<file path="config.mk">
export PLATFORM = sky130hd
export DESIGN_NAME = witf_scoreboard_flat
export DESIGN_NICKNAME = d
export VERILOG_FILES = /design/src/rtl/witf_scoreboard_pkg.sv /design/src/rtl/witf_scoreboard_if.sv /design/src/rtl/witf_scoreboard_match.sv /design/src/rtl/witf_scoreboard.sv /design/src/flat_wrapper.sv
export SDC_FILE = /design/constraint.sdc
export NUM_CORES = 1
export LEC_CHECK = 0
export BUFFER_PORTS_ARGS = -buffer_cell sky130_fd_sc_hd__buf_4
export CAP_MARGIN = 20
export CORE_MARGIN = 2
export CORE_UTILIZATION = 45
export CTS_CLUSTER_DIAMETER = 100
export DETAILED_ROUTE_END_ITERATION = 10
export PLACE_DENSITY_LB_ADDON = 0.12
export SYNTH_ARGS = -nofsm -noshare
export SYNTH_HDL_FRONTEND = slang
export SYNTH_HIERARCHICAL = 1
export SYNTH_SLANG_ARGS = --single-unit
</file>
<file path="constraint.sdc">
create_clock -name clk -period 5.3 [get_ports clk]
set_input_delay 1.325 -clock clk [delete_from_list [all_inputs] [get_ports clk]]
set_output_delay 1.325 -clock clk [all_outputs]
set_load 0.03 [all_outputs]
</file>
<file path="src/rtl/witf_scoreboard_pkg.sv">
// Shared definitions for the write-in-flight scoreboard: register index width,
// default depth and the table entry layout.
package witf_scoreboard_pkg;

  localparam int unsigned REG_ADDR_W = 5;
  localparam int unsigned WITF_DEPTH = 4;

  typedef struct packed {
    logic                  valid;
    logic [REG_ADDR_W-1:0] rd;
  } witf_entry_t;

endpackage

</file>
<file path="src/rtl/witf_scoreboard_if.sv">
// IDU/EXU/WBU-facing signal bundle of the write-in-flight scoreboard.
interface witf_scoreboard_if
  import witf_scoreboard_pkg::*;
#(
  parameter int unsigned DEPTH = WITF_DEPTH,
  parameter int unsigned RAW_W = REG_ADDR_W
);
  localparam int unsigned CNT_W = $clog2(DEPTH) + 1;

  logic             disp_en;
  logic [RAW_W-1:0] disp_rd;
  logic [RAW_W-1:0] rs1;
  logic [RAW_W-1:0] rs2;
  logic             isRAW;
  logic             witf_full;
  logic             wb_en;
  logic [RAW_W-1:0] wb_rd;
  logic             flush_pipeline;
  logic             squash_youngest;
  logic [CNT_W-1:0] count;
  logic             witf_err;

  modport master (
    output disp_en, disp_rd, rs1, rs2, wb_en, wb_rd, flush_pipeline, squash_youngest,
    input  isRAW, witf_full, count, witf_err
  );

  modport slave (
    input  disp_en, disp_rd, rs1, rs2, wb_en, wb_rd, flush_pipeline, squash_youngest,
    output isRAW, witf_full, count, witf_err
  );

endinterface

</file>
<file path="src/rtl/witf_scoreboard_match.sv">
// witf_match: per-entry source/destination comparator with OR-reduce giving the
// RAW hazard flag. Register x0 never hazards.
module witf_match
  import witf_scoreboard_pkg::*;
#(
  parameter int unsigned DEPTH = WITF_DEPTH
) (
  input  witf_entry_t [DEPTH-1:0] entries,
  input  logic [DEPTH-1:0]        excl,
  input  logic [REG_ADDR_W-1:0]   rs1,
  input  logic [REG_ADDR_W-1:0]   rs2,
  output logic                    hit
);

  always_comb begin
    hit = 1'b0;
    for (int unsigned i = 0; i < DEPTH; i++) begin
      if (entries[i].valid && !excl[i] &&
          (((rs1 != '0) && (entries[i].rd == rs1)) ||
           ((rs2 != '0) && (entries[i].rd == rs2))))
        hit = 1'b1;
    end
  end

endmodule

</file>
<file path="src/rtl/witf_scoreboard.sv">
// Write-in-flight table: circular FIFO of pending destination registers with
// CAM lookup for RAW stalls. Define WITF_BYPASS_EN to hide a retiring head entry.
module witf_scoreboard
  import witf_scoreboard_pkg::*;
#(
  parameter int unsigned DEPTH = WITF_DEPTH,
  parameter int unsigned RAW_W = REG_ADDR_W
) (
  input logic               clk,
  input logic               rst,
  witf_scoreboard_if.slave  bus
);
  localparam int unsigned CNT_W = $clog2(DEPTH) + 1;
  localparam int unsigned IDX_W = CNT_W - 1;

  witf_entry_t [DEPTH-1:0] ent_q, ent_d;
  logic [CNT_W-1:0]        head_q, head_d;
  logic [CNT_W-1:0]        tail_q, tail_d;
  logic [CNT_W-1:0]        count_q, count_d;
  logic                    err_q, err_d;

  logic [CNT_W-1:0] tail_m1;
  logic [IDX_W-1:0] head_idx, tail_idx, tail_m1_idx;
  logic             full, empty;
  logic             push_req, push_ok, pop_ok, sq_req, sq_ok, pop_sq_last;
  logic [DEPTH-1:0] excl;

  always_comb begin
    tail_m1     = tail_q - CNT_W'(1);
    head_idx    = head_q[IDX_W-1:0];
    tail_idx    = tail_q[IDX_W-1:0];
    tail_m1_idx = tail_m1[IDX_W-1:0];
    full        = (head_q[CNT_W-1] != tail_q[CNT_W-1]) && (head_idx == tail_idx);
    empty       = (count_q == '0);

    push_req    = bus.disp_en && !bus.flush_pipeline && (bus.disp_rd != '0);
    pop_ok      = bus.wb_en && !empty;
    sq_req      = bus.flush_pipeline && bus.squash_youngest;
    // Pop and squash targeting the same sole entry: remove it once via the pop.
    pop_sq_last = pop_ok && sq_req && (count_q == CNT_W'(1));
    sq_ok       = sq_req && !empty && !pop_sq_last;
    push_ok     = push_req && (!full || pop_ok);
  end

  always_comb begin
    ent_d   = ent_q;
    head_d  = head_q + CNT_W'(pop_ok);
    tail_d  = tail_q + CNT_W'(push_ok) - CNT_W'(sq_ok);
    count_d = count_q + CNT_W'(push_ok) - CNT_W'(pop_ok) - CNT_W'(sq_ok);
    err_d   = err_q
            | (bus.wb_en && empty)
            | (pop_ok && (ent_q[head_idx].rd != bus.wb_rd))
            | (sq_req && empty)
            | (push_req && full && !pop_ok)
            | pop_sq_last;

    if (pop_ok) ent_d[head_idx].valid = 1'b0;
    if (sq_ok)  ent_d[tail_m1_idx].valid = 1'b0;
    // When full, tail aliases head: the push must win over the pop's clear.
    if (push_ok) begin
      ent_d[tail_idx].valid = 1'b1;
      ent_d[tail_idx].rd    = bus.disp_rd;
    end
  end

  always_ff @(posedge clk or negedge rst) begin
    if (!rst) begin
      ent_q   <= '0;
      head_q  <= '0;
      tail_q  <= '0;
      count_q <= '0;
      err_q   <= 1'b0;
    end else begin
      ent_q   <= ent_d;
      head_q  <= head_d;
      tail_q  <= tail_d;
      count_q <= count_d;
      err_q   <= err_d;
    end
  end

  always_comb begin
    excl = '0;
`ifdef WITF_BYPASS_EN
    if (bus.wb_en && ent_q[head_idx].valid && (ent_q[head_idx].rd == bus.wb_rd))
      excl[head_idx] = 1'b1;
`endif
  end

  witf_match #(.DEPTH(DEPTH)) u_match (
    .entries (ent_q),
    .excl    (excl),
    .rs1     (bus.rs1),
    .rs2     (bus.rs2),
    .hit     (bus.isRAW)
  );

  assign bus.witf_full = (count_q == CNT_W'(DEPTH));
  assign bus.count     = count_q;
  assign bus.witf_err  = err_q;

endmodule

</file>
<file path="src/flat_wrapper.sv">
// flat-port wrapper written by rule: the top's interface ports become plain ports
module witf_scoreboard_flat import witf_scoreboard_pkg::*;
#(
  parameter int unsigned DEPTH = WITF_DEPTH,
  parameter int unsigned RAW_W = REG_ADDR_W
)
  (clk, rst, bus_disp_en, bus_disp_rd, bus_rs1, bus_rs2, bus_wb_en, bus_wb_rd, bus_flush_pipeline, bus_squash_youngest, bus_isRAW, bus_witf_full, bus_count, bus_witf_err);
  witf_scoreboard_if #(.DEPTH(DEPTH), .RAW_W(RAW_W)) bus_i ();
  input logic clk;
  input logic rst;
  input wire logic [$bits(bus_i.disp_en)-1:0] bus_disp_en;
  input wire logic [$bits(bus_i.disp_rd)-1:0] bus_disp_rd;
  input wire logic [$bits(bus_i.rs1)-1:0] bus_rs1;
  input wire logic [$bits(bus_i.rs2)-1:0] bus_rs2;
  input wire logic [$bits(bus_i.wb_en)-1:0] bus_wb_en;
  input wire logic [$bits(bus_i.wb_rd)-1:0] bus_wb_rd;
  input wire logic [$bits(bus_i.flush_pipeline)-1:0] bus_flush_pipeline;
  input wire logic [$bits(bus_i.squash_youngest)-1:0] bus_squash_youngest;
  output wire logic [$bits(bus_i.isRAW)-1:0] bus_isRAW;
  output wire logic [$bits(bus_i.witf_full)-1:0] bus_witf_full;
  output wire logic [$bits(bus_i.count)-1:0] bus_count;
  output wire logic [$bits(bus_i.witf_err)-1:0] bus_witf_err;
  assign bus_i.disp_en = bus_disp_en;
  assign bus_i.disp_rd = bus_disp_rd;
  assign bus_i.rs1 = bus_rs1;
  assign bus_i.rs2 = bus_rs2;
  assign bus_i.wb_en = bus_wb_en;
  assign bus_i.wb_rd = bus_wb_rd;
  assign bus_i.flush_pipeline = bus_flush_pipeline;
  assign bus_i.squash_youngest = bus_squash_youngest;
  assign bus_isRAW = bus_i.isRAW;
  assign bus_witf_full = bus_i.witf_full;
  assign bus_count = bus_i.count;
  assign bus_witf_err = bus_i.witf_err;
  witf_scoreboard #(.DEPTH(DEPTH), .RAW_W(RAW_W)) u_core (.clk(clk), .rst(rst), .bus(bus_i));
endmodule
</file>
## After elaboration in Yosys (flattened, before gate mapping)

Index checks and enable logic that the tools add are counted.

| storage, ports and cells | value |
|---|---|
| register bits after elaboration | 34 |
| word-level logic and storage cells | 108 |

| operators by class | value |
|---|---|
| add/subtract/negate cells | 7 |
| magnitude comparators | 6 |
| eq/ne operators | 13 |
| muxes and demuxes | 21 |
| bitwise operators | 5 |
| reduce and logical (&&, ||, !) cells | 44 |

Operators with widths:

| cell | count |
|---|---|
| bitwise mux 24 bit | 4 |
| 2-to-1 mux 24 bit | 3 |
| demux 6 bit (select 2 bit) | 4 |
| equality test 5 bit | 8 |
| logical AND 1 bit | 30 |
| 2-to-1 mux 6 bit | 3 |
| nonzero test 5 bit | 3 |
| binary-select mux 6 bit (select 2 bit) | 1 |
| 2-to-1 mux 5 bit | 2 |
| adder 3 x 1 -> 3 bit | 3 |
| < comparator 2 x 3 -> 1 bit, second input constant | 3 |
| subtractor 3 x 1 -> 3 bit | 3 |
| >= comparator 2 x 1 -> 1 bit, second input constant | 3 |
| logical NOT 1 bit | 5 |
| logical OR 1 bit | 5 |
| != test 5 bit | 1 |
| bitwise OR 1 bit | 5 |
| 2-to-1 mux 1 bit | 4 |
| equality test 3 x 1 -> 1 bit, second input constant | 1 |
| equality test 3 bit, second input constant | 1 |
| logical NOT 3 bit | 1 |
| equality test 2 bit | 1 |
| subtractor 2 x 1 -> 2 bit, second input constant | 1 |
| != test 1 bit | 1 |

## Depth between registers and ports, before layout

Gate-level depths: netlist of run 1.

| logic depth | value |
|---|---|
| depth after elaboration | 11 |
| mapped depth | 9 |
| gate-level depth less buffers | 9 |

## Cells and area by module

Netlist of run 1, hierarchy kept.

Modules (own cells, without submodules):

| module | instances | cells an instance | area each (µm²) | sequential area each (µm²) |
|---|---|---|---|---|
| witf_scoreboard | 1 | 140 | 1793.0 | 850.8 |
| witf_match | 1 | 79 | 595.6 | 0.0 |

## Least setup slack after synthesis of run 1

Ideal clock, no wire load.

| timing path | value |
|---|---|
| kind | in2out |
| start point | in bus_rs1[4] |
| end point | out bus_isRAW |
| arrival | 2.605 ns |
| data required time | 3.975 ns |
| setup slack | 1.370 ns |
| stages | 6 |
| path through | buf_2 -> or4_4 -> nor2_4 -> nor4_1 -> o21ai_1 -> nand4_1 |

| on the way | value |
|---|---|
| cells in the longest elaborated chain, start to end | 8 |
| elaborated cells on any way between the ends | 21 |
| those cells by class | eq/ne: 4; mux: 4; reduce/logical: 13 |

RTL lines:

| element | line | source |
|---|---|---|
| start, declared | flat_wrapper.sv:13 | `input wire logic [$bits(bus_i.rs1)-1:0] bus_rs1;` |
| equality test 5 bit / nonzero test 5 bit (equally long branches) | witf_scoreboard_match.sv:19 | `(((rs1 != '0) && (entries[i].rd == rs1)) \|\|` |
| logical AND 1 bit | witf_scoreboard_match.sv:19 |  |
| logical OR 1 bit | witf_scoreboard_match.sv:19 |  |
| logical AND 1 bit | witf_scoreboard_match.sv:18 | `if (entries[i].valid && !excl[i] &&` |
| 2-to-1 mux 1 bit (3 in a row) | witf_scoreboard_match.sv:18 |  |
| 2-to-1 mux 1 bit (*) | witf_scoreboard_match.sv:18 |  |
| end, declared | flat_wrapper.sv:19 | `output wire logic [$bits(bus_i.isRAW)-1:0] bus_isRAW;` |

Every way passes the cells marked *; elsewhere a longest branch is shown, timed or not.

## Worst setup path in the final report of run 1

| timing path | value |
|---|---|
| start point | in bus_rs2[1] |
| end point | out bus_isRAW |

| on the way | value |
|---|---|
| cells in the longest elaborated chain, start to end | 8 |
| elaborated cells on any way between the ends | 21 |
| those cells by class | eq/ne: 4; mux: 4; reduce/logical: 13 |

RTL lines:

| element | line | source |
|---|---|---|
| start, declared | flat_wrapper.sv:14 | `input wire logic [$bits(bus_i.rs2)-1:0] bus_rs2;` |
| equality test 5 bit / nonzero test 5 bit (equally long branches) | witf_scoreboard_match.sv:20 | `((rs2 != '0) && (entries[i].rd == rs2))))` |
| logical AND 1 bit | witf_scoreboard_match.sv:20 |  |
| logical OR 1 bit | witf_scoreboard_match.sv:19 |  |
| logical AND 1 bit | witf_scoreboard_match.sv:18 |  |
| 2-to-1 mux 1 bit (3 in a row) | witf_scoreboard_match.sv:18 |  |
| 2-to-1 mux 1 bit (*) | witf_scoreboard_match.sv:18 |  |

Marked as above.

==> impl_metrics.csv, run 1 <==
group,metric,value,unit
timing,clock-skew-final,0.00502,ns
global_routing,antenna_found_initial,0,
drt,routed-via-count,1722,
drt,finalWirelength,5690,um
critical_path,path_class,"primary input to primary output",
finish,antenna_cells,0,
timing,holdWs,0.491,ns
critical_path,worst_ep_required_time,3.97,ns
synthesis,synth_seq_cells,34,
placed_design,routabilityCongestion,0.942,
job,maxCapViolations,0,
timing,max_clock_freq,0.252,GHz
synthesis,synth-main-ff-cell,"sky130_fd_sc_hd__dfrtp_1",
drt,post_route_drc_violation_count,0,
placed_design,detailedPlacementHpwl,4260,um
cts,holdBufCountCts,0,
global_routing,first_global_vias,1752,
critical_path,worst-path-max-fanout,5,
cts,numCtsBuffers,5,
timing,setup_tns,0,ns
cts,cts_resized,0,
floorplan,die-area,5910,um^2
cts,clock_sink_count,34,
drt,antenna_violating_nets_post_route,0,
cts,worst_skew_pair.late_latency,0.29,ns
timing,unrepaired_setup_endpoints_after_global_routing,"no",
synthesis,synthesis.yosys.warnings,6,
global_routing,first_pass_grt_wire_length,9160,um
cts,clk_path_buf_depth,2,
critical_path,timing.critical_path.from_type,"primary input",
synthesis,post_synthesis_instance_total,219,
floorplan,design.core.area,5110,um^2
power,powerDensity,556,nW/um^2
floorplan,num_rows,26,
timing,timing.max_slew.rel_slack,49.7,%
timing,share_of_the_cycle_needed_by_the_critical_path_after_routing,74.7,%
finish,final_layout_size_suffix_gt1_share,23.4,%
finish,area_growth,15.4,%
finish,final_core_util,54.0,%
floorplan,fp.dieW,76.9,um
timing,timing.final.hold_violations,0,
synthesis,synth_cell_type_count,45,
timing,max_slew.worst_pin.slew,0.755,ns
synthesis,yosys-top-cells-area,"sky130_fd_sc_hd__dfrtp_1 36%, sky130_fd_sc_hd__xnor2_1 12%, sky130_fd_sc_hd__xor2_1 8.4%",
synthesis,synth_largest_type_area_fraction,35.6,%
critical_path,worst_path_dominant_cell_family,"simple AND/OR/NAND/NOR gates",
drt,initialDrtViolationCount,103,
floorplan,initial_core_util,46.8,%
finish,filler_cell_count,479,
power,vdd.ir_drop.worst,0.301,mV
floorplan,ioPinCount,32,
drt,routedWlPerCell,17.9,um
timing,layout_min_cycle_time,3.96,ns
timing,final-max-slew-violation-count,0,
power,tot_pwr,1.53,mW
cts,clk_root_buffer_cell,"sky130_fd_sc_hd__clkbuf_8",
critical_path,cp_slowest_stage_delay,0.54,ns
cts,postCtsSetupBuffers,0,
critical_path,cp_capture_type,"primary output",
synthesis,synth_enable_flop_cells,0,
floorplan,die_h,76.9,um
finish,mostFrequentLayoutCells,"34 x sky130_fd_sc_hd__xnor2_1, 34 x sky130_fd_sc_hd__dfrtp_1, 32 x sky130_fd_sc_hd__buf_4",
timing,report.final.setup_viol,0,
critical_path,worst_path_max_delay_cell,"sky130_fd_sc_hd__or4_4",
synthesis,synth_largest_area_cell,"sky130_fd_sc_hd__dfrtp_1",
synthesis,ys_async_sr_fraction,100,%
outcome,run_status,"finished, final reports clean",
critical_path,path_common_cell,"sky130_fd_sc_hd__buf_4",
global_routing,grt_util_all_layers,20.4,%
cts,h-tree-depth,2,
finish,nets,281,
global_routing,grt_start_max_net_pins,35,
drt,drt_pre_antenna_iters,4,
critical_path,arrival,2.64,ns
min_path,worstHoldPathType,"register to register",
drt,avgViaCountPerCell,5.42,
critical_path,reg2reg_setup_slack,2.71,ns
global_routing,grt_overflow,0,
synthesis,postSynthAreaPerCell,10.9,um^2
critical_path,critical_path.cell_chain,"buf_4, or4_4, nor2_4, nor4_1, o21ai_1, nand4_1, buf_4",
critical_path,crit_buf_inv,2,
power,cellLeakagePower,1.18,nW
placed_design,port_buffers,31,
synthesis,synth.yosys.seq_area_share,35.6,%
cts,tritoncts,"built",
synthesis,syn-cell-area,2390,um^2
cts,cts.reportedPaths.clkPinSlew,0.07,ns
[kinds of logic after synthesis]
group | after synthesis | synth area share [%]
xor+xnor | 57 | 20.9
simple gates | 48 | 14.0
flops | 34 | 35.6
mux | 29 | 14.0
buf+inv | 23 | 4.77
compound gates | 19 | 5.71
fa+ha+maj | 8 | 4.82
other cells | 1 | 0.157
[where the power goes]
| part | internal, mW | switching (mW) | leakage (nW) |
|---|---|---|---|
| combinational | 0.366 | 0.323 | 0.719 |
| sequential | 0.388 | 0.219 | 0.406 |
| clock | 0.138 | 0.0992 | 0.0579 |
[path summary, 6_finish.rpt]
| path | cells after the start | start | to |
|---|---|---|---|
| worst max-delay path | 7 | bus_rs2[1] | bus_isRAW |
| max in group asynchronous | 1 | rst | u_core/ent_q[7]$_DFFE_PN0P_ |
| min in group asynchronous | 1 | rst | u_core/bus.count[1]$_DFF_PN0_ |
| worst min-delay path | 1 | u_core/head_q[2]$_DFF_PN0_ | u_core/head_q[2]$_DFF_PN0_ |
| worst min register to register | 1 | u_core/head_q[2]$_DFF_PN0_ | u_core/head_q[2]$_DFF_PN0_ |
| worst max register to register | 8 | u_core/bus.count[1]$_DFF_PN0_ | u_core/tail_q[1]$_DFF_PN0_ |
[final cells by class]
cell class / count / area, um^2 / share of cell area (%)
multi-input combinational: 165 / 1440 / 52.1
sequential: 34 / 851 / 30.9
timing repair buffer: 32 / 240 / 8.72
tap: 70 / 87.6 / 3.18
clock buffer: 5 / 68.8 / 2.50
clock inverter: 3 / 40.0 / 1.45
inverter: 9 / 33.8 / 1.23
[layer usage]
layer | global-route usage [%] | routed length, um | vias to the layer above
li1 | - | - | 814
met1 | 24.8 | 2390 | 828
met2 | 34.6 | 2860 | 63
met3 | 4.12 | 272 | 17
met4 | 9.64 | 170 | 0
met5 | 0 | 0 | -
[cell usage after synthesis, types with 2 or more instances]
master,number
sky130_fd_sc_hd__xnor2_1,34
sky130_fd_sc_hd__nand2_1,4
sky130_fd_sc_hd__dfrtp_1,34
sky130_fd_sc_hd__nor3_2,2
sky130_fd_sc_hd__mux2_1,13
sky130_fd_sc_hd__mux2_2,5
sky130_fd_sc_hd__mux2_4,2
sky130_fd_sc_hd__mux2i_1,8
sky130_fd_sc_hd__xor2_1,23
sky130_fd_sc_hd__buf_1,2
sky130_fd_sc_hd__clkbuf_1,2
sky130_fd_sc_hd__nor2_1,3
sky130_fd_sc_hd__or4_1,2
sky130_fd_sc_hd__ha_1,6
sky130_fd_sc_hd__o21ai_0,3
sky130_fd_sc_hd__nand3_1,9
sky130_fd_sc_hd__o311ai_0,2
sky130_fd_sc_hd__nor4_1,8
sky130_fd_sc_hd__inv_1,8
sky130_fd_sc_hd__buf_6,2
sky130_fd_sc_hd__nor2_4,2
sky130_fd_sc_hd__fa_1,2
sky130_fd_sc_hd__nand2b_1,4
sky130_fd_sc_hd__nor2b_1,6
sky130_fd_sc_hd__o21ai_1,6
sky130_fd_sc_hd__buf_2,7
sky130_fd_sc_hd__or4_4,2
[sequential cells by signal, indices dropped and copies added (netlist names)]
name                 flops
u_core/tail_q            3
u_core/head_q            3
u_core/ent_q            24
u_core/bus.witf_err      1
u_core/bus.count         3
[through the flow]
| stage | instances | setup WS [ns] | instance area [um^2] |
|---|---|---|---|
| final | 318 | 1.34 | 2760 |
| after global routing | 318 | 1.31 | 2760 |
| after CTS | 318 | 1.37 | 2760 |
| after detailed placement | 310 | 1.37 | 2650 |
| after global placement | 310 | 1.37 | 2650 |
| after floorplan | 222 | 1.37 | 2400 |
Note: power is estimated with default switching activity, not from simulation.
==> run 2, diff against run 1 <==
==> constraint.sdc (replaced) <==
create_clock -name clk -period 3.58 [get_ports clk]
set_input_delay 0.895 -clock clk [delete_from_list [all_inputs] [get_ports clk]]
set_output_delay 0.895 -clock clk [all_outputs]
set_load 0.03 [all_outputs]
==> run 2 against run 1 <==
Against the previous run:
- register-to-register slack lost 1.7 ns
- sequential power grew 49%
- die area unchanged
- first-iteration DRC count down 17%
- setup slack got worse by 0.84 ns
- clock-buffer cell count did not move
- flip-flop and latch count stayed put
- critical path type unchanged
- critical endpoint unchanged
==> impl_metrics.csv, run 2 (synthesis gave the netlist of run 1 again) <==
group,metric,value,unit
outcome,run_status,"finished, final reports clean",
drt,avgViaCountPerCell,5.37,
timing,setup_tns,0,ns
cts,clock_sink_count,34,
cts,tritoncts,"built",
drt,routed-via-count,1712,
finish,mostFrequentLayoutCells,"34 x sky130_fd_sc_hd__xnor2_1, 34 x sky130_fd_sc_hd__dfrtp_1, 33 x sky130_fd_sc_hd__buf_4",
critical_path,worst_ep_required_time,2.68,ns
global_routing,first_global_vias,1824,
floorplan,die_h,76.9,um
power,vdd.ir_drop.worst,0.467,mV
timing,unrepaired_setup_endpoints_after_global_routing,"no",
cts,postCtsSetupBuffers,0,
timing,timing.final.hold_violations,0,
timing,report.final.setup_viol,0,
drt,initialDrtViolationCount,86,
global_routing,grt_start_max_net_pins,35,
drt,post_route_drc_violation_count,0,
critical_path,worst_path_max_delay_cell,"sky130_fd_sc_hd__or4_4",
finish,top_register,"u_core/ent_q",
critical_path,cp_capture_type,"primary output",
drt,antenna_violating_nets_post_route,0,
critical_path,timing.critical_path.from_type,"primary input",
finish,final_layout_size_suffix_gt1_share,23.7,%
floorplan,num_rows,26,
global_routing,antenna_found_initial,0,
cts,holdBufCountCts,0,
finish,area_growth,15.7,%
drt,finalWirelength,5630,um
critical_path,cp_slowest_stage_delay,0.54,ns
power,powerDensity,820,nW/um^2
finish,nets,282,
floorplan,die-area,5910,um^2
cts,worst_skew_pair.late_latency,0.29,ns
finish,largest_register_ff_count,24,
critical_path,crit_buf_inv,2,
job,maxCapViolations,0,
timing,timing.max_slew.rel_slack,48.8,%
critical_path,worst_path_dominant_cell_family,"simple AND/OR/NAND/NOR gates",
cts,clk_root_buffer_cell,"sky130_fd_sc_hd__clkbuf_8",
critical_path,arrival,2.18,ns
critical_path,path_class,"primary input to primary output",
cts,cts.reportedPaths.clkPinSlew,0.07,ns
cts,cts_resized,0,
global_routing,grt_overflow,0,
timing,max_slew.worst_pin.slew,0.767,ns
placed_design,placement.cell_area,2660,um^2
floorplan,initial_core_util,46.8,%
timing,share_of_the_cycle_needed_by_the_critical_path_after_routing,86.0,%
finish,final_design_area_no_fill,2760,um^2
power,cellLeakagePower,1.19,nW
global_routing,first_pass_grt_wire_length,9340,um
floorplan,fp.dieW,76.9,um
critical_path,path_common_cell,"sky130_fd_sc_hd__buf_4",
timing,final-max-slew-violation-count,0,
timing,layout_min_cycle_time,3.08,ns
placed_design,port_buffers,31,
critical_path,worst-path-max-fanout,5,
critical_path,critical_path.cell_chain,"buf_4, or4_4, nor2_4, nor4_1, o21ai_1, nand4_1, buf_4",
floorplan,design.core.area,5110,um^2
cts,h-tree-depth,2,
finish,filler_cell_count,479,
placed_design,routabilityCongestion,0.970,
global_routing,grt_util_all_layers,20.6,%
drt,drt_pre_antenna_iters,4,
timing,max_clock_freq,0.325,GHz
cts,clk_path_buf_depth,2,
floorplan,ioPinCount,32,
drt,routedWlPerCell,17.6,um
min_path,worstHoldPathType,"register to register",
cts,numCtsBuffers,5,
timing,clock-skew-final,0.00683,ns
finish,antenna_cells,0,
placed_design,detailedPlacementHpwl,4320,um
-- run 2: cell types whose count changed in the layout (fill, tap and decap cells not counted) --
| cell | change |
|---|---|
| sky130_fd_sc_hd__buf_4 | +1 |
-- run 2: final timing paths --
check,start,endpoint,slack (ns),cells past startpoint
min,u_core/head_q[2]$_DFF_PN0_,u_core/head_q[2]$_DFF_PN0_,0.48,1
max reg2reg,u_core/bus.count[1]$_DFF_PN0_,u_core/tail_q[1]$_DFF_PN0_,1.01,8
max,bus_rs2[1],bus_isRAW,0.50,7
min reg2reg,u_core/head_q[2]$_DFF_PN0_,u_core/head_q[2]$_DFF_PN0_,0.48,1
max in group asynchronous,rst,u_core/ent_q[13]$_DFFE_PN0P_,2.72,1
min in group asynchronous,rst,u_core/bus.count[1]$_DFF_PN0_,0.55,1
-- run 2: stage by stage --
stage | setup WS, ns | power, mW | std cells | util [%] | hold WS, ns
global route | 0.454 | 2.44 | 319 | 54.1 | 0.530
floorplan | 0.510 | 1.62 | 222 | - | 0.462
global placement | 0.514 | 1.91 | 311 | 52.0 | 0.476
finish | 0.502 | 2.27 | 319 | 54.1 | 0.483
CTS | 0.503 | 2.29 | 319 | 54.1 | 0.491
detailed placement | 0.503 | 1.92 | 311 | 52.0 | 0.477
-- run 2: final cells by class --
cell class	instances	area, um^2	share of cell area (%)
well taps	70	87.6	3.17
repair buffers	33	248	8.96
multi-input cells	165	1440	51.9
clock inverters	3	40.0	1.45
clock buffers	5	68.8	2.49
inverters	9	33.8	1.22
flip-flops and latches	34	851	30.8
-- run 2: metal layers --
metal  GRT usage (%)  routed length [um]
met1            26.2                2530
met2            34.4                2750
met3            4.12                 197
met4            8.00                 149
met5               0                   0
-- run 2: power breakdown --
| group | switching [mW] | internal [mW] | leakage (nW) | total, mW |
|---|---|---|---|---|
| Clock | 0.146 | 0.205 | 0.0579 | 0.351 |
| Combinational | 0.473 | 0.542 | 0.724 | 1.01 |
| Sequential | 0.327 | 0.574 | 0.406 | 0.901 |
==> run 3, diff against run 2 <==
--- a/config.mk
+++ b/config.mk
@@ -12,6 +12,8 @@
 export CTS_CLUSTER_DIAMETER = 100
 export DETAILED_ROUTE_END_ITERATION = 10
 export PLACE_DENSITY_LB_ADDON = 0.12
+export REMOVE_ABC_BUFFERS = 1
+export SLEW_MARGIN = 10
 export SYNTH_ARGS = -nofsm -noshare
 export SYNTH_HDL_FRONTEND = slang
 export SYNTH_HIERARCHICAL = 1
==> run 3 against run 2 <==
Against the previous run:
- setup slack got worse by 0.033 ns
- clock-buffer cell count is the same
- maximum frequency fell by 1.1%
- sequential power shrank 0.9%
- hold slack improved by 0.0034 ns
- cell area fell by 0.27%
- critical path type unchanged
==> impl_metrics.csv, run 3 (synthesis gave the netlist of run 1 again) <==
group,metric,value,unit
finish,top_register,"u_core/ent_q",
timing,layout_min_cycle_time,3.11,ns
placed_design,routabilityCongestion,0.875,
global_routing,grt_util_met2,29.6,%
drt,avgViaCountPerCell,5.23,
floorplan,fp.dieW,76.9,um
power,tot_pwr,2.24,mW
timing,holdWs,0.486,ns
global_routing,first_pass_grt_wire_length,8760,um
cts,clk_path_buf_depth,2,
finish,final_design_area_no_fill,2760,um^2
placed_design,port_buffers,31,
cts,cts.reportedPaths.clkPinSlew,0.07,ns
global_routing,groute.layer.met3.usage,3.06,%
finish,area_growth,15.4,%
placed_design,pre_cts_ws,0.466,ns
global_routing,antenna_found_initial,0,
finish,filler_cell_count,477,
finish,mostFrequentLayoutCells,"34 x sky130_fd_sc_hd__xnor2_1, 34 x sky130_fd_sc_hd__dfrtp_1, 32 x sky130_fd_sc_hd__buf_4",
timing,postLayoutSetupSlackWorst,0.470,ns
power,cellLeakagePower,1.18,nW
timing,clock-skew-final,0.00701,ns
floorplan,die-area,5910,um^2
timing,final-max-slew-violation-count,0,
finish,antenna_cells,0,
global_routing,first_global_vias,1731,
global_routing,grt.busiest_layer,"met2",
critical_path,path_class,"primary input to primary output",
cts,numCtsBuffers,5,
cts,postCtsSetupBuffers,0,
timing,timing.max_slew.rel_slack,51.9,%
job,maxCapViolations,0,
cts,cts_resized,0,
global_routing,grt_util_all_layers,19.2,%
floorplan,num_rows,26,
timing,timing.final.hold_violations,0,
cts,tritoncts,"built",
critical_path,worst_ep_required_time,2.68,ns
floorplan,die_h,76.9,um
timing,report.final.setup_viol,0,
critical_path,timing.critical_path.from_type,"primary input",
floorplan,ioPinCount,32,
drt,routedWlPerCell,16.9,um
finish,largest_register_ff_count,24,
critical_path,arrival,2.22,ns
finish,nets,281,
drt,initialDrtViolationCount,22,
drt,drt_pre_antenna_iters,4,
cts,h-tree-depth,2,
floorplan,design.core.area,5110,um^2
timing,unrepaired_setup_endpoints_after_global_routing,"no",
drt,finalWirelength,5360,um
outcome,run_status,"finished, final reports clean",
cts,clock_sink_count,34,
cts,clk_root_buffer_cell,"sky130_fd_sc_hd__clkbuf_8",
power,vdd.ir_drop.worst,0.392,mV
critical_path,worst-path-max-fanout,5,
timing,setup_tns,0,ns
global_routing,grt_overflow,0,
min_path,worstHoldPathType,"register to register",
cts,holdBufCountCts,0,
drt,routed-via-count,1662,
global_routing,grt_start_max_net_pins,35,
power,powerDensity,811,nW/um^2
floorplan,initial_core_util,46.8,%
global_routing,met1_usage,26.6,%
cts,worst_skew_pair.late_latency,0.28,ns
placed_design,placement.cell_area,2650,um^2
critical_path,cp_capture_type,"primary output",
timing,max_clock_freq,0.321,GHz
timing,max_slew.worst_pin.slew,0.722,ns
timing,share_of_the_cycle_needed_by_the_critical_path_after_routing,86.9,%
finish,final_layout_size_suffix_gt1_share,23.4,%
placed_design,detailedPlacementHpwl,4100,um
drt,antenna_violating_nets_post_route,0,
drt,post_route_drc_violation_count,0,
[run 3: changes by cell type in the layout (fill, tap and decap cells not counted)]
cell,previous run,this run
sky130_fd_sc_hd__buf_4,33,32
[run 3: power by group]
group / internal [mW] / total (mW) / switching [mW]
combinational: 0.539 / 0.998 / 0.460
sequential: 0.574 / 0.893 / 0.319
clock: 0.205 / 0.345 / 0.140
total: 1.32 / 2.24 / 0.919
[run 3: final cells by class]
cell class,count,area [um^2],area share (%)
timing repair buffer,32,240,8.72
tap,70,87.6,3.18
clock inverter,3,40.0,1.45
inverter,9,33.8,1.23
multi-input combinational,165,1440,52.1
clock buffer,5,68.8,2.50
sequential,34,851,30.9
[run 3: path summary, 6_finish.rpt]
path	slack [ns]	cells after the start	end	from
min in group asynchronous	0.56	1	u_core/bus.witf_err$_DFF_PN0_	rst
max in group asynchronous	2.71	1	u_core/ent_q[22]$_DFFE_PN0P_	rst
hold / removal	0.49	1	u_core/head_q[2]$_DFF_PN0_	u_core/head_q[2]$_DFF_PN0_
setup / recovery	0.47	7	bus_isRAW	bus_rs2[1]
setup reg to reg	1.00	8	u_core/bus.count[2]$_DFF_PN0_	u_core/bus.count[1]$_DFF_PN0_
hold reg to reg	0.49	1	u_core/head_q[2]$_DFF_PN0_	u_core/head_q[2]$_DFF_PN0_
[run 3: worst max-delay path, stage by stage]
cell and delay [ns]:
sky130_fd_sc_hd__buf_4 0.14, sky130_fd_sc_hd__or4_4 0.54, sky130_fd_sc_hd__nor2_4 0.14, sky130_fd_sc_hd__nor4_1 0.09, sky130_fd_sc_hd__o21ai_1 0.12, sky130_fd_sc_hd__nand4_1 0.10
sky130_fd_sc_hd__buf_4 0.18
[run 3: per-layer routing]
| layer | up-vias | share of wire, % |
|---|---|---|
| met5 | - | 0 |
| met4 | 0 | 2.7 |
| met3 | 14 | 3.5 |
| met2 | 37 | 46 |
| met1 | 800 | 48 |
| li1 | 811 | - |
[run 3: stage by stage]
stage          std cells  util, %
2_1_floorplan        208        -
3_3_place_gp         310     51.8
3_5_place_dp         310     51.8
4_1_cts              318     54.0
5_1_grt              318     54.0
6_report             318     54.0
